<file path="src/rtl/ring_osc_trim_seq.sv">
// ring_osc_trim_seq
//   Trim sequencer for an NSTAGES-stage ring oscillator with two trim bits per stage.
//   Turns a binary frequency code into the oscillator's thermometer-style trim word. The
//   primary bits [NSTAGES-1:0] fill first, then the secondary bits [2*NSTAGES-1:NSTAGES].
//   Code changes are slewed at one LSB per STEP_DIV cycles, so the oscillator never jumps
//   frequency. The block also sequences the oscillator reset on start and stop.
//
// Ports
//   clock       system clock
//   resetb      asynchronous active-low reset
//   enable      run request; 0 stops the oscillator (trim state is kept for a restart)
//   code_in     target trim code; values above 2*NSTAGES are clamped
//   code_valid  code_in offered; accepted when code_valid && code_ready && enable
//   code_frac   (RING_OSC_TRIM_DITHER_EN only) half-LSB request, sampled with code_in
//   code_ready  high in RUN while cur_code has reached the target
//   trim_out    registered trim word, map(cur_code) one cycle after cur_code changes
//   osc_reset   registered oscillator reset, active high
//   cur_code    code currently applied to trim_out
//   busy        high while starting or slewing
//
// Build option
//   RING_OSC_TRIM_DITHER_EN: adds code_frac. In RUN with frac set, trim_out alternates
//   between map(cur_code) and map(cur_code+1) every STEP_DIV cycles.

module ring_osc_trim_seq #(
    parameter int unsigned NSTAGES   = 13,
    parameter int unsigned CODE_W    = 5,
    parameter int unsigned STEP_DIV  = 4,
    parameter int unsigned START_CYC = 8
) (
    input  logic                   clock,
    input  logic                   resetb,
    input  logic                   enable,
    input  logic [CODE_W-1:0]      code_in,
    input  logic                   code_valid,
`ifdef RING_OSC_TRIM_DITHER_EN
    input  logic                   code_frac,
`endif
    output logic                   code_ready,
    output logic [2*NSTAGES-1:0]   trim_out,
    output logic                   osc_reset,
    output logic [CODE_W-1:0]      cur_code,
    output logic                   busy
);

    localparam int unsigned TrimW  = 2 * NSTAGES;
    localparam int unsigned StepW  = (STEP_DIV > 1) ? $clog2(STEP_DIV) : 1;
    localparam int unsigned StartW = (START_CYC > 1) ? $clog2(START_CYC) : 1;
    localparam logic [CODE_W-1:0] MaxCode = CODE_W'(TrimW);

    typedef enum logic [1:0] {StIdle, StStart, StRun, StSlew} state_e;

    state_e              state_q, state_d;
    logic [CODE_W-1:0]   cur_code_q, cur_code_d;
    logic [CODE_W-1:0]   target_q, target_d;
    logic [TrimW-1:0]    trim_q, trim_d;
    logic                osc_reset_q, osc_reset_d;
    logic [StartW-1:0]   start_cnt_q, start_cnt_d;
    logic [StepW-1:0]    step_cnt_q, step_cnt_d;

    logic                handshake;
    logic                step_wrap;
    logic                start_done;
    logic [CODE_W-1:0]   step_code;
    logic [CODE_W-1:0]   code_clamped;
    logic                dith_inc;

    // Bit i is set when i < c: primary bits fill first, secondary bits follow.
    function automatic logic [TrimW-1:0] trim_map(input logic [CODE_W-1:0] c);
        logic [TrimW-1:0] m;
        for (int unsigned i = 0; i < TrimW; i++) begin
            m[i] = (i < 32'(c));
        end
        return m;
    endfunction

    // A handshake while enable is falling is dropped.
    assign handshake    = code_valid && code_ready && enable;
    assign step_wrap    = (step_cnt_q == StepW'(STEP_DIV - 1));
    assign start_done   = (start_cnt_q == StartW'(START_CYC - 1));
    assign code_clamped = (code_in > MaxCode) ? MaxCode : code_in;

    // One LSB toward the target, saturating at both ends of the code range.
    always_comb begin
        step_code = cur_code_q;
        if (target_q > cur_code_q && cur_code_q != MaxCode) begin
            step_code = cur_code_q + CODE_W'(1);
        end else if (target_q < cur_code_q && cur_code_q != '0) begin
            step_code = cur_code_q - CODE_W'(1);
        end
    end

    // ---------------------------------------------------------------- FSM state register
    always_ff @(posedge clock or negedge resetb) begin
        if (!resetb) begin
            state_q <= StIdle;
        end else begin
            state_q <= state_d;
        end
    end

    // ---------------------------------------------------------------- FSM next state
    always_comb begin
        state_d = state_q;
        if (!enable) begin
            state_d = StIdle;
        end else begin
            unique case (state_q)
                StIdle:  state_d = StStart;
                StStart: if (start_done) state_d = StRun;
                StRun:   if (target_q != cur_code_q) state_d = StSlew;
                StSlew: begin
                    // Back to RUN on the same edge that cur_code lands on the target.
                    if (cur_code_q == target_q) begin
                        state_d = StRun;
                    end else if (step_wrap && step_code == target_q) begin
                        state_d = StRun;
                    end
                end
                default: state_d = StIdle;
            endcase
        end
    end

    // ---------------------------------------------------------------- FSM outputs
    always_comb begin
        code_ready  = (state_q == StRun) && (cur_code_q == target_q);
        busy        = (state_q == StStart) || (state_q == StSlew);
        // osc_reset is registered, so it follows the state being entered.
        osc_reset_d = (state_d == StIdle) || (state_d == StStart);
    end

    // ---------------------------------------------------------------- datapath next state
    always_comb begin
        cur_code_d = cur_code_q;
        if (state_q == StSlew && step_wrap && enable) begin
            cur_code_d = step_code;
        end

        target_d = target_q;
        if (handshake) begin
            target_d = code_clamped;
        end

        start_cnt_d = '0;
        if (state_q == StStart && state_d == StStart) begin
            start_cnt_d = start_cnt_q + StartW'(1);
        end

        // Restarts on every RUN/SLEW entry; free-runs in RUN as the dither timebase.
        step_cnt_d = '0;
        if ((state_q == StSlew || state_q == StRun) && state_d == state_q) begin
            step_cnt_d = step_wrap ? '0 : step_cnt_q + StepW'(1);
        end

        trim_d = trim_map(cur_code_q + {{(CODE_W-1){1'b0}}, dith_inc});
    end

`ifdef RING_OSC_TRIM_DITHER_EN
    logic frac_q, frac_d;
    logic phase_q, phase_d;

    always_comb begin
        frac_d = handshake ? code_frac : frac_q;
        // Phase is cleared outside RUN, so leaving RUN restores map(cur_code).
        phase_d = 1'b0;
        if (state_q == StRun && state_d == StRun && frac_q && cur_code_q != MaxCode) begin
            phase_d = step_wrap ? ~phase_q : phase_q;
        end
    end

    always_ff @(posedge clock or negedge resetb) begin
        if (!resetb) begin
            frac_q  <= 1'b0;
            phase_q <= 1'b0;
        end else begin
            frac_q  <= frac_d;
            phase_q <= phase_d;
        end
    end

    assign dith_inc = phase_q;
`else
    assign dith_inc = 1'b0;
`endif

    // ---------------------------------------------------------------- datapath registers
    always_ff @(posedge clock or negedge resetb) begin
        if (!resetb) begin
            cur_code_q  <= '0;
            target_q    <= '0;
            trim_q      <= '0;
            osc_reset_q <= 1'b1;
            start_cnt_q <= '0;
            step_cnt_q  <= '0;
        end else begin
            cur_code_q  <= cur_code_d;
            target_q    <= target_d;
            trim_q      <= trim_d;
            osc_reset_q <= osc_reset_d;
            start_cnt_q <= start_cnt_d;
            step_cnt_q  <= step_cnt_d;
        end
    end

    assign trim_out  = trim_q;
    assign osc_reset = osc_reset_q;
    assign cur_code  = cur_code_q;

endmodule
</file>
<file path="config.mk">
export PLATFORM = sky130hd
export DESIGN_NAME = ring_osc_trim_seq
export DESIGN_NICKNAME = d
export VERILOG_FILES = /design/src/rtl/ring_osc_trim_seq.sv
export SDC_FILE = /design/constraint.sdc
export NUM_CORES = 1
export LEC_CHECK = 0
export CORE_MARGIN = 3
export CORE_UTILIZATION = 50
export CTS_BUF_LIST = sky130_fd_sc_hd__clkbuf_4 sky130_fd_sc_hd__clkbuf_8
export CTS_CLUSTER_DIAMETER = 200
export CTS_CLUSTER_SIZE = 40
export DETAILED_ROUTE_END_ITERATION = 12
export PLACE_DENSITY = 0.78
export SLEW_MARGIN = 10
export SYNTH_ARGS = -nofsm -noshare
export SYNTH_HDL_FRONTEND = slang
export SYNTH_SLANG_ARGS = --single-unit
</file>
<file path="constraint.sdc">
create_clock -name clock -period 12.1 [get_ports clock]
set_clock_uncertainty 0.2 [all_clocks]
set_input_delay 2.42 -clock clock [delete_from_list [all_inputs] [get_ports clock]]
set_output_delay 2.42 -clock clock [all_outputs]
set_load 0.02 [all_outputs]
</file>
==> results of run 1 <==
## cell families (layout without fill, tap and decap cells)
family	count (synthesis)	after routing	synth area share
adder cells (fa/ha/maj)	13	13	0.07035
AND/OR/NAND/NOR	57	57	0.1272
buffers and inverters	29	64	0.07305
AO/OA/AOI/OAI	67	67	0.2062
XOR/XNOR	10	10	0.03788
flip-flops	44	44	0.4767
multiplexers	2	2	0.008658
## worst paths after layout
path | depth (start not counted) | end | slack [ns] | startpoint
worst min register to register | 1 | start_cnt_q[0] | 0.23 | start_cnt_q[0]
min in group asynchronous | 1 | trim_out[4] | 2.08 | resetb
worst max register to register | 9 | target_q[2] | 8.41 | cur_code[4]
max in group asynchronous | 1 | trim_out[2] | 9.04 | resetb
worst min-delay path | 1 | start_cnt_q[0] | 0.23 | start_cnt_q[0]
worst max-delay path | 10 | code_ready | 5.22 | cur_code[4]
## metal layers
layer | routed length, um | up-vias | GRT usage | share of wire
met5 | 0 | - | 0 | 0
met4 | 87 | 0 | 0.07646 | 0.018
met3 | 268 | 12 | 0.03919 | 0.056
met2 | 2340 | 52 | 0.3258 | 0.49
met1 | 2046 | 857 | 0.2251 | 0.43
li1 | - | 858 | - | -
## cell type report
| class | count | area [sq um] |
|---|---|---|
| clock inverters | 1 | 7.507 |
| flip-flops and latches | 44 | 1102 |
| inverters | 14 | 52.55 |
| repair buffers | 42 | 415.4 |
| well taps | 52 | 65.06 |
| fillers | 389 | 1640 |
| multi-input cells | 149 | 1041 |
| clock buffers | 7 | 90.09 |
## flip-flops by register name, summed over array words and instances (netlist names)
| register | cells |
|---|---|
| start_cnt_q | 3 |
| step_cnt_q | 2 |
| target_q | 5 |
| cur_code | 5 |
| state_q | 2 |
| osc_reset | 1 |
| trim_out | 26 |
## cell usage after synthesis (all sizes together), types with 2 or more instances
master / n / area, sq um
a21o: 3 / 22.52
a21oi: 14 / 77.58
a31o: 4 / 35.03
a31oi: 3 / 18.77
and2: 2 / 12.51
buf: 4 / 35.03
clkbuf: 11 / 81.33
dfrtp: 43 / 1076
ha: 13 / 162.7
inv: 14 / 52.55
mux2i: 2 / 20.02
nand2: 18 / 67.56
nand2b: 3 / 26.27
nand3: 2 / 15.01
nand4: 4 / 25.02
nand4b: 2 / 17.52
nor2: 17 / 63.81
nor3: 2 / 10.01
o211ai: 5 / 37.54
o21ai: 18 / 90.08
o22ai: 2 / 12.51
o31ai: 2 / 15.01
o41ai: 4 / 35.03
or2: 2 / 15.02
xnor2: 7 / 61.31
xor2: 3 / 26.28
## stage by stage
stage	area [sq um]	std cells	util
final	2774	309	0.6284
after detailed placement	2676	301	0.6063
after global placement	2676	301	0.6063
after CTS	2774	309	0.6284
after global routing	2774	309	0.6284
after floorplan	2312	222	-
## power groups by stage
stage                     combinational [W]  clock (W)  sequential, W
after floorplan                  0.00000298          0       0.000151
after global placement           0.00000785          0       0.000151
after detailed placement         0.00000808          0       0.000151
after CTS                        0.00000810   0.000100       0.000148
after global routing             0.00000892   0.000105       0.000148
final                            0.00000780  0.0000961       0.000148
## cell usage in the layout (no fill, tap or decap), types with 3 or more instances in the layout
master and count:
nand4_1 4, a31oi_1 3, dfrtp_1 43, o41ai_1 4, a21oi_1 12, ha_1 13, nand2_1 18, xnor2_1 7
o211ai_1 5, inv_1 14, a21o_1 3, clkbuf_8 6, clkdlybuf4s50_1 41, nor2_1 17, o21ai_0 17, xor2_1 3
a31o_1 4
==> summary.md, run 1 <==
| Metric | Value |
|---|---|
| Die footprint | 0.005477 sq mm |
| Ports | 43 |
| Clock share of power | 0.381 |
| Fin Hold WS | 0.2341 ns |
| Worst Hold Class | reg -> reg |
| Clock buffer depth | 2 |
| Setup violators final | 0 |
| Vias in the first global route | 1691 |
| # Max-Cap Violations | 0 |
| P&R area growth vs syn | 19.97% |
| Max FO, Critical Path | 15 |
| WP data required | 9.48 ns |
| Number of enable flip-flop cells after synthesis | 0 |
| Final WL | 4.744 mm |
| Largest net degree at the start of global routing | 45 |
| DR vias/cell | 5.757 |
| Clock latency on the worst-skew pair | 0.29 ns |
| Netlist Area Pre-Place | 0.002312 sq mm |
| Yosys cell types | 52 |
| Ys flop type | dfrtp_1 |
| Crit-path cells | inv_1, ha_1, a21oi_2, o311ai_0, a31oi_1, o21ai_0, or4_4, o21a_1, nor3b_1, clkdlybuf4s50_1 |
| Nature of the critical path startpoint | flop |
| Syn_nets | 244 |
| Internal power | 0.0001992 W |
| Hold_buf cts | 0 |
| Pre-CTS setup slack | 5.577 ns |
| Initial Util | 0.5238 |
| Vias after detailed routing | 1779 |
| Critical Setup Path Class | reg -> out |
| DP HPWL | 3.367 mm |
| Total grt overflow | 0 |
| GPL Wtd Cong | 0.9075 |
| Max incr delay on CP | 0.63 ns |
| Final period util | 0.5683 |
| Total CTS buffers | 5 |
| Number of hold violations in the final report | 0 |
| Final max-slew violation count | 0 |
| Post_cts resized | 0 |
| NumNets Final | 278 |
| RSZ-0062 raised after global routing | no |
| Port bufs | 42 |
| Post-Syn Instances | 222 |
| Cell Rows | 24 |
| Arrival time at the worst endpoint | 4.26 ns |
| H-tree Lvls | 2 |
| Reg power frac | 0.588 |
| DR pass1 iterations | 4 |
| Ys async rst share | 1.000 |
| Syn avg cell area | 10.42 sq um |
| Worst VDD drop | 0.05728 mV |
| Clock Tree Root | clkbuf_8 |
| CTS tree | yes |
| Placeable Area | 0.004414 sq mm |
| GRT Total Usage | 0.1871 |
| Die Wd | 74.01 um |
| Sequential-to-total area share from yosys stat | 0.4767 |
| Antenna cell count | 0 |
| Clk sinks | 44 |
| Initial antenna violation count | 0 |
| F_max | 0.1454 GHz |
| Final worst setup slack | 5.224 ns |
| CP delay by family, top | compound AO/OA/AOI/OAI gates |
| Drt drc | 0 |
| Share of cells above drive strength 1 | 0.07782 |
| Minimum clock period | 6.876 ns |
| Ys Warns | 0 |
| Pwr/cell area | 90.95 mW/mm^2 |
| CP Capture Type | output port |
| Sw Ratio | 0.2104 |
| Critical path buffers and inverters | 2 |
| Initial DRC count | 117 |
| Setup bufs post-CTS | 0 |
| Yosys reg bits | 44 |
| Relative slew slack | 0.3574 |
| Worst-path clk slew | 0.08 ns |
| Crit path max-delay cell type | clkdlybuf4s50_1 |
| Status | completed |
| Post-route ant nets | 0 |
| Combinational Power Share | 0.031 |
| NetSw | 0.00005308 W |
| Setup TNS | 0 ns |
| Leakage Power | 1.229 nW |
| Die Y | 74.01 um |
| First-pass GRT wire length | 7.859 mm |
| Tightest Pin Transition | 0.9638 ns |
| Drt wl/cell | 15.35 um |
| Total power | 0.0002523 W |
No activity file was read; power rests on OpenSTA's default activity.
==> run 2: changes to the inputs <==
Clock period 12.1 ns to 6.55 ns, I/O delays scaled along.
==> run 2 against run 1 <==
Sequential power rose by 85%. Setup slack got worse by 4.4 ns. Register-to-register slack got worse by 5.5 ns. Clock-buffer cell count fell by 1. Hold slack improved by 0.016 ns. Cell count did not move. Critical path depth did not move. Critical path type unchanged.
==> summary.md, run 2 (synthesis results as in run 1) <==
| Metric | Value |
|---|---|
| Status | completed |
| # Max-Cap Violations | 0 |
| Arrival time at the worst endpoint | 4.22 ns |
| GRT Total Usage | 0.1834 |
| Antenna cell count | 0 |
| Combinational Power Share | 0.029 |
| Layout Cells excl Fill | 309 |
| DR vias/cell | 5.728 |
| Final max-slew violation count | 0 |
| WP data required | 5.04 ns |
| Reg power frac | 0.556 |
| Drt drc | 0 |
| Placed cell area | 0.002676 sq mm |
| Clk sinks | 44 |
| R2R Setup Slk | 2.89 ns |
| Worst reg2reg path depth | 9 |
| Largest net degree at the start of global routing | 45 |
| Post-route ant nets | 0 |
| Crit-path cells | inv_1, ha_1, a21oi_2, o311ai_0, a31oi_1, o21ai_0, or4_4, o21a_1, nor3b_1, clkdlybuf4s50_1 |
| Initial DRC count | 123 |
| Vias after detailed routing | 1770 |
| Clock share of power | 0.415 |
| Worst Hold Depth | 1 |
| Vias in the first global route | 1713 |
| Die footprint | 0.005477 sq mm |
| Max incr delay on CP | 0.64 ns |
| Die Y | 74.01 um |
| Hold path startpoint | start_cnt_q[0] |
| Pwr/cell area | 176.8 mW/mm^2 |
| Leakage Power | 1.240 nW |
| NumNets Final | 278 |
| Reg area | 0.001102 sq mm |
| Drt wl/cell | 14.94 um |
| Critical Setup Path Class | reg -> out |
| Share of cells above drive strength 1 | 0.07782 |
| Crit path max-delay cell type | clkdlybuf4s50_1 |
| Worst-path clk slew | 0.08 ns |
| Initial antenna violation count | 0 |
| CTS tree | yes |
| Die Wd | 74.01 um |
| Max FO, Critical Path | 15 |
| Nature of the critical path startpoint | flop |
| Final WL | 4.617 mm |
| FF-to-FF Start | cur_code[4] |
| WP depth | 10 |
| GPL Wtd Cong | 0.9081 |
| First-pass GRT wire length | 7.817 mm |
| Hold_buf cts | 0 |
| Placed cells | 301 |
| R2R Path End | target_q[2] |
| Clock latency on the worst-skew pair | 0.29 ns |
| Cell Rows | 24 |
| Fin Hold WS | 0.2496 ns |
| Sw Ratio | 0.1979 |
| Number of hold violations in the final report | 0 |
| Most frequent cells in the layout | 43 x dfrtp_1, 41 x clkdlybuf4s50_1, 18 x nand2_1, 17 x nor2_1, 17 x o21ai_0 |
| Worst Hold Class | reg -> reg |
| Post-route design area | 0.002788 sq mm |
| Minimum clock period | 5.727 ns |
| Hold Crit Endpoint | start_cnt_q[0] |
| H-tree Lvls | 2 |
| Clock Tree Root | clkbuf_8 |
| Post_cts resized | 0 |
| F_max | 0.1746 GHz |
| Setup TNS | 0 ns |
| DR pass1 iterations | 4 |
| NetSw | 0.00009756 W |
| Footprint of the multi-input gates | 0.001041 sq mm |
| Initial Util | 0.5238 |
| Fill cell count | 391 |
| CP delay by family, top | compound AO/OA/AOI/OAI gates |
| CP Capture Type | output port |
| Relative slew slack | 0.3745 |
| Total grt overflow | 0 |
| Most common cell after layout, fill and taps aside | dfrtp_1 |
| Ports | 43 |
| DP HPWL | 3.386 mm |
| RSZ-0062 raised after global routing | no |
| Setup violators final | 0 |
| Clock buffer depth | 2 |
| Internal power | 0.0003954 W |
| Port bufs | 42 |
| Setup bufs post-CTS | 0 |
| Critical path buffers and inverters | 2 |
| Max reg flops | 26 |
| P&R area growth vs syn | 20.56% |
| Placeable Area | 0.004414 sq mm |
| Total CTS buffers | 5 |
| Final period util | 0.8744 |
| Worst VDD drop | 0.1037 mV |
| Tightest Pin Transition | 0.9383 ns |
==> run 2: changes by cell type in the layout (fill, tap and decap cells not counted) <==
cell,previous run,this run
clkinvlp_4,1,0
clkbuf_8,6,5
bufinv_16,0,1
clkinv_2,0,1
==> run 2: per-stage QoR <==
stage | util | worst slack (ns) | total power [W]
3_5_place_dp | 0.6063 | 1.153 | 0.0002943
2_1_floorplan | - | 1.695 | 0.0002836
4_1_cts | 0.6315 | 0.8033 | 0.0005007
3_3_place_gp | 0.6063 | 1.247 | 0.0002939
6_report | 0.6315 | 0.8229 | 0.0004930
5_1_grt | 0.6315 | 0.5241 | 0.0005128
==> run 2: layout make-up <==
cell class                 count  share of cell area
clock buffer                   6             0.02738
clock inverter                 2             0.01257
inverter                      14             0.01885
multi-input combinational    149              0.3734
sequential                    44              0.3954
tap                           52             0.02334
timing repair buffer          42              0.1490
==> run 2: per-layer routing <==
metal  wire, um  GRT usage  part of all wire
met4         70    0.08451             0.015
met2       2259     0.3140              0.49
met3        283    0.03108             0.061
met1       2003     0.2259              0.43
met5          0          0                 0
==> run 2: worst max-delay path by stage <==
stage	from	endpoint	slack, ns
3_3_place_gp	cur_code[4]	code_ready	1.25
6_report	cur_code[4]	code_ready	0.82
3_5_place_dp	cur_code[4]	code_ready	1.15
5_1_grt	cur_code[4]	code_ready	0.52
4_1_cts	cur_code[4]	code_ready	0.80
2_1_floorplan	cur_code[1]	code_ready	1.69
==> run 2: worst reg2reg max path: cells and delay by family, from the launching register on <==
family                   cells  cell delay [ns]
AO/OA/AOI/OAI                5             1.27
adder cells (fa/ha/maj)      1             0.41
buffers and inverters        1             0.29
flip-flops                   1             0.57
AND/OR/NAND/NOR              2             0.82
==> run 2: power by group through the flow <==
stage | combinational (W) | clock [W] | sequential, W
2_1_floorplan | 0.00000551 | 0 | 0.000278
3_3_place_gp | 0.0000145 | 0 | 0.000279
3_5_place_dp | 0.0000149 | 0 | 0.000279
4_1_cts | 0.0000149 | 0.000212 | 0.000274
5_1_grt | 0.0000163 | 0.000222 | 0.000274
6_report | 0.0000142 | 0.000205 | 0.000274
